File: config.mk
export PLATFORM = sky130hd
export DESIGN_NAME = pes_fdiv
export DESIGN_NICKNAME = d
export VERILOG_FILES = /design/src/rtl/pes_fdiv_pkg.sv /design/src/rtl/pes_fdiv_step.sv /design/src/rtl/pes_fdiv.sv
export SDC_FILE = /design/constraint.sdc
export NUM_CORES = 1
export LEC_CHECK = 0
export CAP_MARGIN = 20
export CORE_UTILIZATION = 39
export CTS_CLUSTER_DIAMETER = 40
export DETAILED_ROUTE_END_ITERATION = 16
export GPL_TIMING_DRIVEN = 0
export MAX_ROUTING_LAYER = met4
export PLACE_DENSITY_LB_ADDON = 0.1
export REMOVE_ABC_BUFFERS = 1
export SLEW_MARGIN = 20
export SYNTH_ARGS = -nofsm -noshare
export SYNTH_HDL_FRONTEND = slang
export SYNTH_SLANG_ARGS = --single-unit
export TNS_END_PERCENT = 50
File: constraint.sdc
create_clock -name CLK -period 1.85 [get_ports CLK]
set_input_delay 0.37 -clock CLK [delete_from_list [all_inputs] [get_ports CLK]]
set_output_delay 0.37 -clock CLK [all_outputs]
set_load 0.02 [all_outputs]
File: src/rtl/pes_fdiv_pkg.sv
// Shared types and constants for the pes_fdiv shift-subtract divider.
package pes_fdiv_pkg;

    localparam int N_DEF = 4;

    typedef enum logic [1:0] {
        IDLE  = 2'd0,
        CHK   = 2'd1,
        SHIFT = 2'd2,
        DONE  = 2'd3
    } state_e;

endpackage

File: src/rtl/pes_fdiv_step.sv
// One restoring-division iteration: shift {R,Q} left, then conditionally subtract DIV from R.
module pes_fdiv_step
    import pes_fdiv_pkg::*;
#(
    parameter int N = N_DEF
) (
    input  logic [2*N:0] acc,
    input  logic [N-1:0] div,
    output logic [2*N:0] acc_next
);

    logic [2*N:0] acc_sh;
    logic [N:0]   upper;

    always_comb begin
        acc_sh   = acc << 1;
        upper    = acc_sh[2*N:N];
        acc_next = acc_sh;
        // R keeps N+1 bits so the bit shifted out of the old MSB takes part in the compare.
        if (upper >= {1'b0, div}) begin
            acc_next[2*N:N] = upper - {1'b0, div};
            acc_next[0]     = 1'b1;
        end
    end

endmodule

File: src/rtl/pes_fdiv.sv
// Sequential unsigned divider: 2N-bit dividend / N-bit divisor, St/Done handshake shared with pes_fmul.
// Handshake: St is accepted only in IDLE; Done pulses one cycle with Quotient/Remainder/Ovf valid and held.
module pes_fdiv
    import pes_fdiv_pkg::*;
#(
    parameter int N = N_DEF
) (
    input  logic           CLK,
    input  logic           RST_N,
    input  logic           St,
    input  logic [2*N-1:0] Dividend,
    input  logic [N-1:0]   Divisor,
    output logic [N-1:0]   Quotient,
    output logic [N-1:0]   Remainder,
    output logic           Done,
    output logic           Ovf,
    output logic [1:0]     dbg_state
);

    localparam int CW = $clog2(N) + 1;

    state_e         state_q, state_d;
    logic [2*N:0]   acc_q, acc_d;
    logic [N-1:0]   div_q, div_d;
    logic [CW-1:0]  cnt_q, cnt_d;
    logic [N-1:0]   quo_q, quo_d;
    logic [N-1:0]   rem_q, rem_d;
    logic           done_q, done_d;
    logic           ovf_q, ovf_d;
    logic [2*N:0]   acc_step;

    pes_fdiv_step #(.N(N)) u_step (
        .acc      (acc_q),
        .div      (div_q),
        .acc_next (acc_step)
    );

    always_comb begin
        state_d = state_q;
        acc_d   = acc_q;
        div_d   = div_q;
        cnt_d   = cnt_q;
        quo_d   = quo_q;
        rem_d   = rem_q;
        done_d  = 1'b0;
        ovf_d   = ovf_q;
        case (state_q)
            IDLE: begin
                if (St) begin
                    acc_d   = {1'b0, Dividend};
                    div_d   = Divisor;
                    state_d = CHK;
                end
            end
            CHK: begin
                // Quotient fits in N bits only if the upper dividend half is below DIV; also traps DIV=0.
                if (acc_q[2*N-1:N] >= div_q) begin
                    state_d = DONE;
                    done_d  = 1'b1;
                    ovf_d   = 1'b1;
                    quo_d   = '0;
                    rem_d   = '0;
                end else begin
                    cnt_d   = '0;
                    state_d = SHIFT;
                end
            end
            SHIFT: begin
                acc_d = acc_step;
                cnt_d = cnt_q + CW'(1);
                if (cnt_q == CW'(N - 1)) begin
                    state_d = DONE;
                    done_d  = 1'b1;
                    ovf_d   = 1'b0;
                    quo_d   = acc_step[N-1:0];
                    rem_d   = acc_step[2*N-1:N];
                end
            end
            DONE: begin
                state_d = IDLE;
            end
            default: begin
                state_d = IDLE;
            end
        endcase
    end

    always_ff @(posedge CLK) begin
        if (!RST_N) begin
            state_q <= IDLE;
            acc_q   <= '0;
            div_q   <= '0;
            cnt_q   <= '0;
            quo_q   <= '0;
            rem_q   <= '0;
            done_q  <= 1'b0;
            ovf_q   <= 1'b0;
        end else begin
            state_q <= state_d;
            acc_q   <= acc_d;
            div_q   <= div_d;
            cnt_q   <= cnt_d;
            quo_q   <= quo_d;
            rem_q   <= rem_d;
            done_q  <= done_d;
            ovf_q   <= ovf_d;
        end
    end

    assign Quotient  = quo_q;
    assign Remainder = rem_q;
    assign Done      = done_q;
    assign Ovf       = ovf_q;
    assign dbg_state = state_q;

endmodule

* Yosys cells after proc, flatten, opt, wreduce, memory -nomap -nowiden
Cells that the tools add are included.
** Cells by class
- Bitwise operators :: 0
- Equal/unequal tests :: 8
- Reductions and logical operators :: 8
- $lt $le $gt $ge :: 2
- Add/sub/neg operators :: 2
- Shift-type cells :: 0
- Div/mod/pow operators :: 0
- Multiply operators :: 0
- Mux-type cells :: 21
** Operator list (number)
- $mux 4 :: 4
- $pmux 4 s2 :: 2
- $pmux 8 s2 :: 1
- $mux 8 :: 1
- $ne 2x2->1 const B :: 4
- $pmux 2 s4 :: 1
- $reduce_and 2->1 :: 4
- $mux 1 :: 6
- $pmux 3 s2 :: 1
- $ge 5x4->1 :: 1
- $eq 2x2->1 const B :: 2
- $ge 4x4->1 :: 1
- $mux 2 :: 2
- $pmux 1 s2 :: 2
- $reduce_bool 2->1 :: 2
- $sub 4x4->4 :: 1
- $add 3x1->3 const B :: 1
- $eq 3x2->1 const B :: 1
- $mux 3 :: 1
- $reduce_and 3->1 :: 1
- $eq 2x1->1 const B :: 1
- $logic_not 2->1 :: 1
** Storage, ports and cells
- Output and inout bits :: 12
- Memory bits (read-only) :: 0
- Bits in registers :: 27
- Memory bits (writable) :: 0
- Logic and storage cells :: 49
- Bits in latches :: 0
- Input port bits :: 15
- Memories :: 0

* Longest topological paths before layout
Gate-level depths: netlist of the first run.
- Depth after elaboration :: 4
- Mapped depth :: 9

* Hierarchy
Synthesis of the first run repeated with hierarchy kept, for this count alone.
** Second synthesis, totals
- Cells, all modules :: 191
- Area total of the unflattened synthesis :: 1720.4 µm²
** Modules (own cells, without submodules)
- pes_fdiv :: instances 1, area an instance 1450.1 µm², cells an instance 153, sequential area each 560.5 µm²
- pes_fdiv_step :: instances 1, area an instance 270.3 µm², cells an instance 38, sequential area each 0.0 µm²

* Worst setup path before layout of the first run
Ideal clock, no wire load.
- Kind :: reg-to-reg
- Start :: reg state_q[0], in the netlist dbg_state[0]
- End :: reg acc_q[5]
- Slack :: 0.050 ns
- Clock period less this slack :: 1.800 ns
- Stages on the path, launching flop included :: 9
- Data arrival time :: 1.679 ns
- Data required time :: 1.729 ns
- Path buffers :: 1
- Path through :: dfxtp_1 > inv_1 > ha_1 > buf_2 > nand2_1 > o21ai_1 > and4_1 > a31oi_1 > o21ai_1
** Between the ends
- Cells in the longest elaborated chain, start to end :: 3
- Elaborated cells on any way between the ends :: 6
- Classes of those cells :: eq/ne: 2; mux: 1; reduce/logical: 3
** RTL lines
- start, declared :: line pes_fdiv.sv:22 : state_e state_q, state_d;
- start signal, assigned :: line pes_fdiv.sv:99 : state_q <= state_d;
- $eq 2x2->1 / $logic_not 2->1 (equally long branches) :: line pes_fdiv.sv:47 : case (state_q)
- $reduce_bool 2->1 (no source line) / $ne 2x2->1 (equally long branches)
- $reduce_and 2->1 (no source line)
- end signal, assigned :: line pes_fdiv.sv:91 : acc_q <= '0;
- end signal, assigned :: line pes_fdiv.sv:100 : acc_q <= acc_d;
- end, declared :: line pes_fdiv.sv:23 : logic [2*N:0] acc_q, acc_d;
Several ways; a longest one is shown, not always the timed one.
A chain may end at the register's enable or synchronous reset.

* Final worst setup path of the first run
- Start :: reg acc_q[5]
- End :: reg acc_q[7]
** Between the ends
- Cells in the longest elaborated chain, start to end :: 3
- Elaborated cells on any way between the ends :: 4
- Classes of those cells :: add/sub: 1; order compare: 1; mux: 2
** RTL lines
- $sub 4x4->4 / $ge 5x4->1 (equally long branches) :: line pes_fdiv_step.sv:21, pes_fdiv_step.sv:20
- $mux 4 * :: line pes_fdiv_step.sv:20 : if (upper >= {1'b0, div}) begin
- $pmux 8 s2 * :: line pes_fdiv.sv:47
Every way passes the cells marked *; elsewhere a longest branch is shown, timed or not.

==> impl_metrics.toml, run 1 <==
[synthesis]
mappedNetlistArea_sq_um = 1550
synth.most_common_cell = "sky130_fd_sc_hd__dfxtp_1"
synth.ff_latch_count = 27
ys_types = 44
synth_top_area_share_pct = 34.8
synth_enable_flop_cells = 0
yosysTopAreaCell = "sky130_fd_sc_hd__dfxtp_1"
async_reset_ff_share_pct = 0
yosys_warnings = 0
yosys-top-cells-area = "sky130_fd_sc_hd__dfxtp_1, sky130_fd_sc_hd__ha_1, sky130_fd_sc_hd__mux2i_1, sky130_fd_sc_hd__nand2_1, sky130_fd_sc_hd__nand3_1"
ys_seq_area_share_pct = 34.8
syn_inst = 179
mean_instance_size_in_the_synthesized_netlist_sq_um = 8.67
synth_top_cells_by_count = "sky130_fd_sc_hd__dfxtp_1, sky130_fd_sc_hd__nand2_1, sky130_fd_sc_hd__ha_1"
synthFlopType = "sky130_fd_sc_hd__dfxtp_1"

[status]
outcome = "finished, final reports clean"

[timing]
final_hold_viol_count = 0
final.setup.worst_slack_ps = 80.6
fin_crit_ps = 1770
slew_violations = 0
final.period_utilization_pct = 95.6
setup_viol = 0
peak_clock_frequency_supported_by_timing_mhz = 565
tightestPinTransition_ps = 529
fin_skew_ps = 4.28
worst_relative_slew_slack_pct = 64.7

[power_and_ir_drop]
cellPowerDensity_nw_per_um2 = 1560
total_leakage_power_uw = 0.000755
power.share.switching_pct = 43.5
power_frac_comb_pct = 62.8
p_total_uw = 3250
peakVddDrop_uv = 944
share_clk_of_total_power_pct = 10.5
p_int_uw = 1830
switchingPower_uw = 1410
seq_power_share_pct = 26.6

[finish]
final_core_util_pct = 55.5
finalNetCount = 237
area_growth_syn_to_layout_pct = 33.9
drive_gt1_share_pct = 18.8
antenna_cells_inserted = 0

[critical_path]
critPathArrivalTime_ps = 1970
worst_setup_path_start_kind = "register"
crit_type = "reg -> reg"
worst-path-max-fanout = 5
reg2reg_depth = 6
cp.required_ps = 2050
r2r_slack_ps = 80
crit_chain = "ha_2, a21oi_2, nand2_1, a311oi_2, a221oi_4, a31oi_1"
critical_path.slowest_cell = "sky130_fd_sc_hd__dfxtp_1"
endpoint_kind = "register"
reg2reg_to = "acc_q[7]"
slowest_delay_ps = 420
worst_r2r_startpoint = "acc_q[5]"

[die]
std_cell_rows = 22
dieHeight_um = 65.1
initial_core_util_pct = 41.5
number_of_top_level_design_ports = 27
die_w_um = 65.1
core_area_sq_um = 3740
fp.dieArea_sq_um = 4240

[place]
placement.io_buffers = 26
hpwlAfterDp_mm = 2.54
place_ws_ps = -711
gpl.final_weighted_congestion = 0.742

[clocking]
cts.root.buffer_cell = "sky130_fd_sc_hd__clkbuf_8"
clk-insertion-delay-late_ps = 270
tritoncts = "yes"
hold_buffers = 0
clock_path_buffers = 2
cts_sinks = 27
cts_buffers = 3
cts.reportedPaths.clkPinSlew_ps = 100
clock_tree.htree_level_count = 1

[global_route]
antenna_found_initial = 0
number_of_global_route_vias_before_repair = 1367
grt_pass1_wl_mm = 6.00
overflow_after_grt = 0
grt_start_max_net_pins = 35
gr-usage-all-layers_pct = 18.5

[detailed_routing]
post_drt_via_cell_ratio = 5.41
drt_iter0_markers = 63
first_pass_iters = 4
drcViolationCount = 0
detail-route-antenna-nets = 0
wirelength_mm = 3.66
routed_wire_length_per_instance_um = 14.3
detailroute.via_count = 1379

[min_path]
min_path_type = "reg -> reg"
worst_hold_path.num_cells = 2
min_from = "Quotient[3]"
worstHoldEndpoint = "Quotient[3]"

[flow_run]
drv.max_cap_violation_count = 0
==> routing by layer <==
metal,up-vias,share of wire [%],track usage (%)
li1,703,-,-
met1,664,47,21.9
met2,10,50,32.7
met3,2,2.2,3.47
met4,0,0.38,3.80
met5,-,0,-
==> worst max-delay path by stage <==
stage | cells past startpoint | from | endpoint
final | 6 | acc_q[5] | acc_q[7]
after global routing | 7 | div_q[3] | Quotient[2]
after CTS | 7 | acc_q[4] | cnt_q[0]
after detailed placement | 7 | dbg_state[0] | acc_q[6]
after global placement | 7 | dbg_state[0] | acc_q[5]
after floorplan | 6 | dbg_state[1] | acc_q[5]
==> state kept, by name (all words and copies together), names as in the netlist <==
| register | cells |
|---|---|
| acc_q | 8 |
| div_q | 4 |
| Ovf | 1 |
| Remainder | 4 |
| Quotient | 4 |
| dbg_state | 2 |
| cnt_q | 3 |
| Done | 1 |
==> power by group through the flow <==
stage	Clock [uW]	Sequential, uW	Combinational, uW
floorplan	0	886	1070
global placement	0	847	1500
detailed placement	0	854	1550
CTS	361	846	1660
global route	386	887	2240
finish	342	865	2040
==> repair_timing <==
action	4_1_cts	5_1_grt
pin swaps	1	8
setup buffers	1	7
setup endpoints to repair	19	16
resized for setup	11	19
==> metrics by stage <==
stage          area [sq um]  hold WS [ps]  instances  setup TNS (ps)
2_1_floorplan          1500           443        169           -92.1
3_3_place_gp           1820           443        243           -5730
3_5_place_dp           1820           448        243           -8000
4_1_cts                1920           463        248               0
5_1_grt                2080           489        255           -16.2
6_report               2080           457        255               0
==> worst max-delay path: cells and delay by family (launching register included) <==
family	cells	cell delay [ps]
simple gates	1	140
compound gates	4	790
flops	1	420
fa+ha+maj	1	340
==> final cells by class <==
type | instances | area, sq um
Clock buffer | 3 | 41.3
Clock inverter | 1 | 7.51
Fill cell | 369 | 1660
Inverter | 10 | 40.0
Multi-Input combinational cell | 132 | 1060
Sequential cell | 27 | 546
Tap cell | 48 | 60.1
Timing Repair Buffer | 34 | 328
==> placed cells by master, fill, tap and decap left out, types with 4 or more instances in the layout <==
| master | Yosys | final |
|---|---|---|
| sky130_fd_sc_hd__a21boi_0 | 4 | 4 |
| sky130_fd_sc_hd__a21oi_1 | 5 | 4 |
| sky130_fd_sc_hd__a31oi_1 | 4 | 4 |
| sky130_fd_sc_hd__buf_4 | 0 | 7 |
| sky130_fd_sc_hd__clkdlybuf4s50_1 | 0 | 25 |
| sky130_fd_sc_hd__dfxtp_1 | 27 | 25 |
| sky130_fd_sc_hd__ha_1 | 13 | 7 |
| sky130_fd_sc_hd__ha_4 | 0 | 5 |
| sky130_fd_sc_hd__inv_1 | 8 | 7 |
| sky130_fd_sc_hd__mux2i_1 | 6 | 4 |
| sky130_fd_sc_hd__nand2_1 | 16 | 15 |
| sky130_fd_sc_hd__nand2b_1 | 5 | 5 |
| sky130_fd_sc_hd__nand3_1 | 10 | 10 |
| sky130_fd_sc_hd__nor2_1 | 6 | 6 |
| sky130_fd_sc_hd__nor2b_1 | 5 | 5 |
| sky130_fd_sc_hd__o21ai_0 | 5 | 5 |
| sky130_fd_sc_hd__o21ai_1 | 10 | 9 |
==> cell families (layout without fill, tap and decap cells) <==
logic type	after synthesis	in the layout	synth area share [%]
compound gates	48	48	21.1
mux	6	6	3.87
fa+ha+maj	14	14	11.8
flops	27	27	34.8
buf+inv	20	48	5.64
xor+xnor	1	1	0.564
simple gates	63	63	22.2
Note: power is estimated with default switching activity, not from simulation.
==> run 2: changes to the inputs <==
- clock period: 1.85 -> 1.5 ns (I/O delays scaled with it)
==> run 2 against run 1 <==
  * The flow now finishes with violations (negative setup slack)
  * Largest power group unchanged
  * Register-to-register slack worse by 300 ps
  * Clock power increased by 26%
  * Critical endpoint is now cnt_q[0]
  * Combinational power up 52%
==> impl_metrics.toml, run 2 (synthesis results as in run 1) <==
[critical_path]
critPathBufInv = 2
worst_r2r_startpoint = "div_q[1]"
worst-path-max-fanout = 5
slowest_delay_ps = 360
r2r_slack_ps = -220
reg2reg_depth = 8
critical_path.slowest_cell = "sky130_fd_sc_hd__dfxtp_2"
reg2reg_to = "cnt_q[0]"
path_depth = 8
endpoint_kind = "register"
worst_setup_path_start_kind = "register"
cp_top_family = "simple AND/OR/NAND/NOR gates"
crit_chain = "inv_4, ha_4, o211ai_4, buf_4, o21ai_2, and2_4, or3_1, a21boi_1"
critPathArrivalTime_ps = 1930
crit_type = "reg -> reg"
cp.required_ps = 1710

[timing]
grt_setup_unrepaired = "true"
peak_clock_frequency_supported_by_timing_mhz = 581
final_hold_viol_count = 0
setup_total_negative_slack_ps = -2530
slew_violations = 0
worst_relative_slew_slack_pct = 61.9
fin_skew_ps = 2.15
setup_viol = 19
final.period_utilization_pct = 115
tightestPinTransition_ps = 572
final.setup.worst_slack_ps = -220
whs_ps = 466
fin_crit_ps = 1720

[clocking]
cts_sinks = 27
clk-insertion-delay-late_ps = 270
cts.reportedPaths.clkPinSlew_ps = 100
cts.root.buffer_cell = "sky130_fd_sc_hd__clkbuf_8"
hold_buffers = 0
clock_tree.htree_level_count = 1
clock_path_buffers = 2
cts_buffers = 3
tritoncts = "yes"

[min_path]
min_from = "Quotient[3]"
worstHoldEndpoint = "Quotient[3]"
worst_hold_path.num_cells = 2
min_path_type = "reg -> reg"

[power_and_ir_drop]
cellPowerDensity_nw_per_um2 = 2020
p_total_uw = 4650
total_leakage_power_uw = 0.000891
peakVddDrop_uv = 1330

[detailed_routing]
routed_wire_length_per_instance_um = 15.4
first_pass_iters = 4
wirelength_mm = 4.10
drt_iter0_markers = 60
detail-route-antenna-nets = 0
detailroute.via_count = 1445
drcViolationCount = 0
post_drt_via_cell_ratio = 5.43

[place]
hpwlAfterDp_mm = 2.54
detailed_place.area_sq_um = 1820
placement.io_buffers = 26
gpl.final_weighted_congestion = 0.742
place_ws_ps = -1060

[global_route]
number_of_global_route_vias_before_repair = 1440
grt_start_max_net_pins = 35
overflow_after_grt = 0
gr-usage-all-layers_pct = 20.9
grt_pass1_wl_mm = 6.67
antenna_found_initial = 0

[die]
core_area_sq_um = 3740
dieHeight_um = 65.1
number_of_top_level_design_ports = 27
initial_core_util_pct = 41.5
fp.dieArea_sq_um = 4240
die_w_um = 65.1
std_cell_rows = 22

[finish]
area_growth_syn_to_layout_pct = 48.4
mostFrequentLayoutCells = "sky130_fd_sc_hd__dfxtp_1, sky130_fd_sc_hd__buf_4, sky130_fd_sc_hd__nand2_1"
fill_cells = 335
finalNetCount = 248
antenna_cells_inserted = 0
regMostFlops = "acc_q"
drive_gt1_share_pct = 36.7
largest_register_ff_count = 8
design_area_sq_um = 2300

[status]
violations = "negative setup slack"
outcome = "finished, violations left"

[flow_run]
drv.max_cap_violation_count = 0
==> run 2: cell types whose count changed in the layout (fill, tap and decap cells not counted), moves of 6 or more <==
cell / previous run / this run
sky130_fd_sc_hd__clkdlybuf4s50_1: 25 / 13
sky130_fd_sc_hd__dfxtp_1: 25 / 16
sky130_fd_sc_hd__dfxtp_2: 1 / 9
sky130_fd_sc_hd__inv_1: 7 / 1
sky130_fd_sc_hd__buf_4: 7 / 16
sky130_fd_sc_hd__dlygate4sd2_1: 0 / 11
==> run 2: cell type report <==
type | instances | area, sq um | area share (%)
Clock inverter | 1 | 7.51 | 0.326
Timing Repair Buffer | 45 | 398 | 17.3
Sequential cell | 27 | 559 | 24.3
Multi-Input combinational cell | 132 | 1190 | 51.6
Clock buffer | 3 | 41.3 | 1.79
Inverter | 10 | 50.0 | 2.17
Tap cell | 48 | 60.1 | 2.61
==> run 2: tightest hold or removal path, cell delays in order, from the launching register on <==
cell                       delay [ps]
sky130_fd_sc_hd__dfxtp_1          330
sky130_fd_sc_hd__nand2_2           60
sky130_fd_sc_hd__a21boi_2          40
==> run 2: per-layer routing <==
layer | part of all wire (%) | track usage, % | vias up
met2 | 52 | 37.6 | 15
met4 | 0.34 | 3.26 | 0
met1 | 45 | 24.9 | 701
met3 | 2.0 | 3.47 | 2
met5 | 0 | - | -
li1 | - | - | 727
==> run 2: repair_timing <==
action | in CTS | in global routing
setup endpoints to repair | 38 | 23
buffers inserted | 16 | 3
pin swaps | 25 | 15
endpoints found under the hold margin | 0 | 0
gates resized for setup | 69 | 16
==> run 2: worst max path at each step <==
stage	start	end	slack, ps
after floorplan	dbg_state[1]	acc_q[5]	-390
after global placement	dbg_state[0]	acc_q[5]	-910
after detailed placement	dbg_state[0]	acc_q[6]	-1060
after CTS	div_q[3]	Quotient[0]	-230
after global routing	div_q[1]	Quotient[2]	-290
final	div_q[1]	cnt_q[0]	-220
==> run 2: per-stage QoR <==
stage,std cells,util (%)
after global placement,243,48.7
after floorplan,169,-
after detailed placement,243,48.7
after global routing,266,61.6
after CTS,263,59.2
final,266,61.6
==> run 2: where the power goes <==
part | total (uW) | internal, uW | switching (uW)
combinational | 3100 | 1520 | 1590
clock | 432 | 189 | 243
sequential | 1120 | 926 | 190
total | 4650 | 2630 | 2020
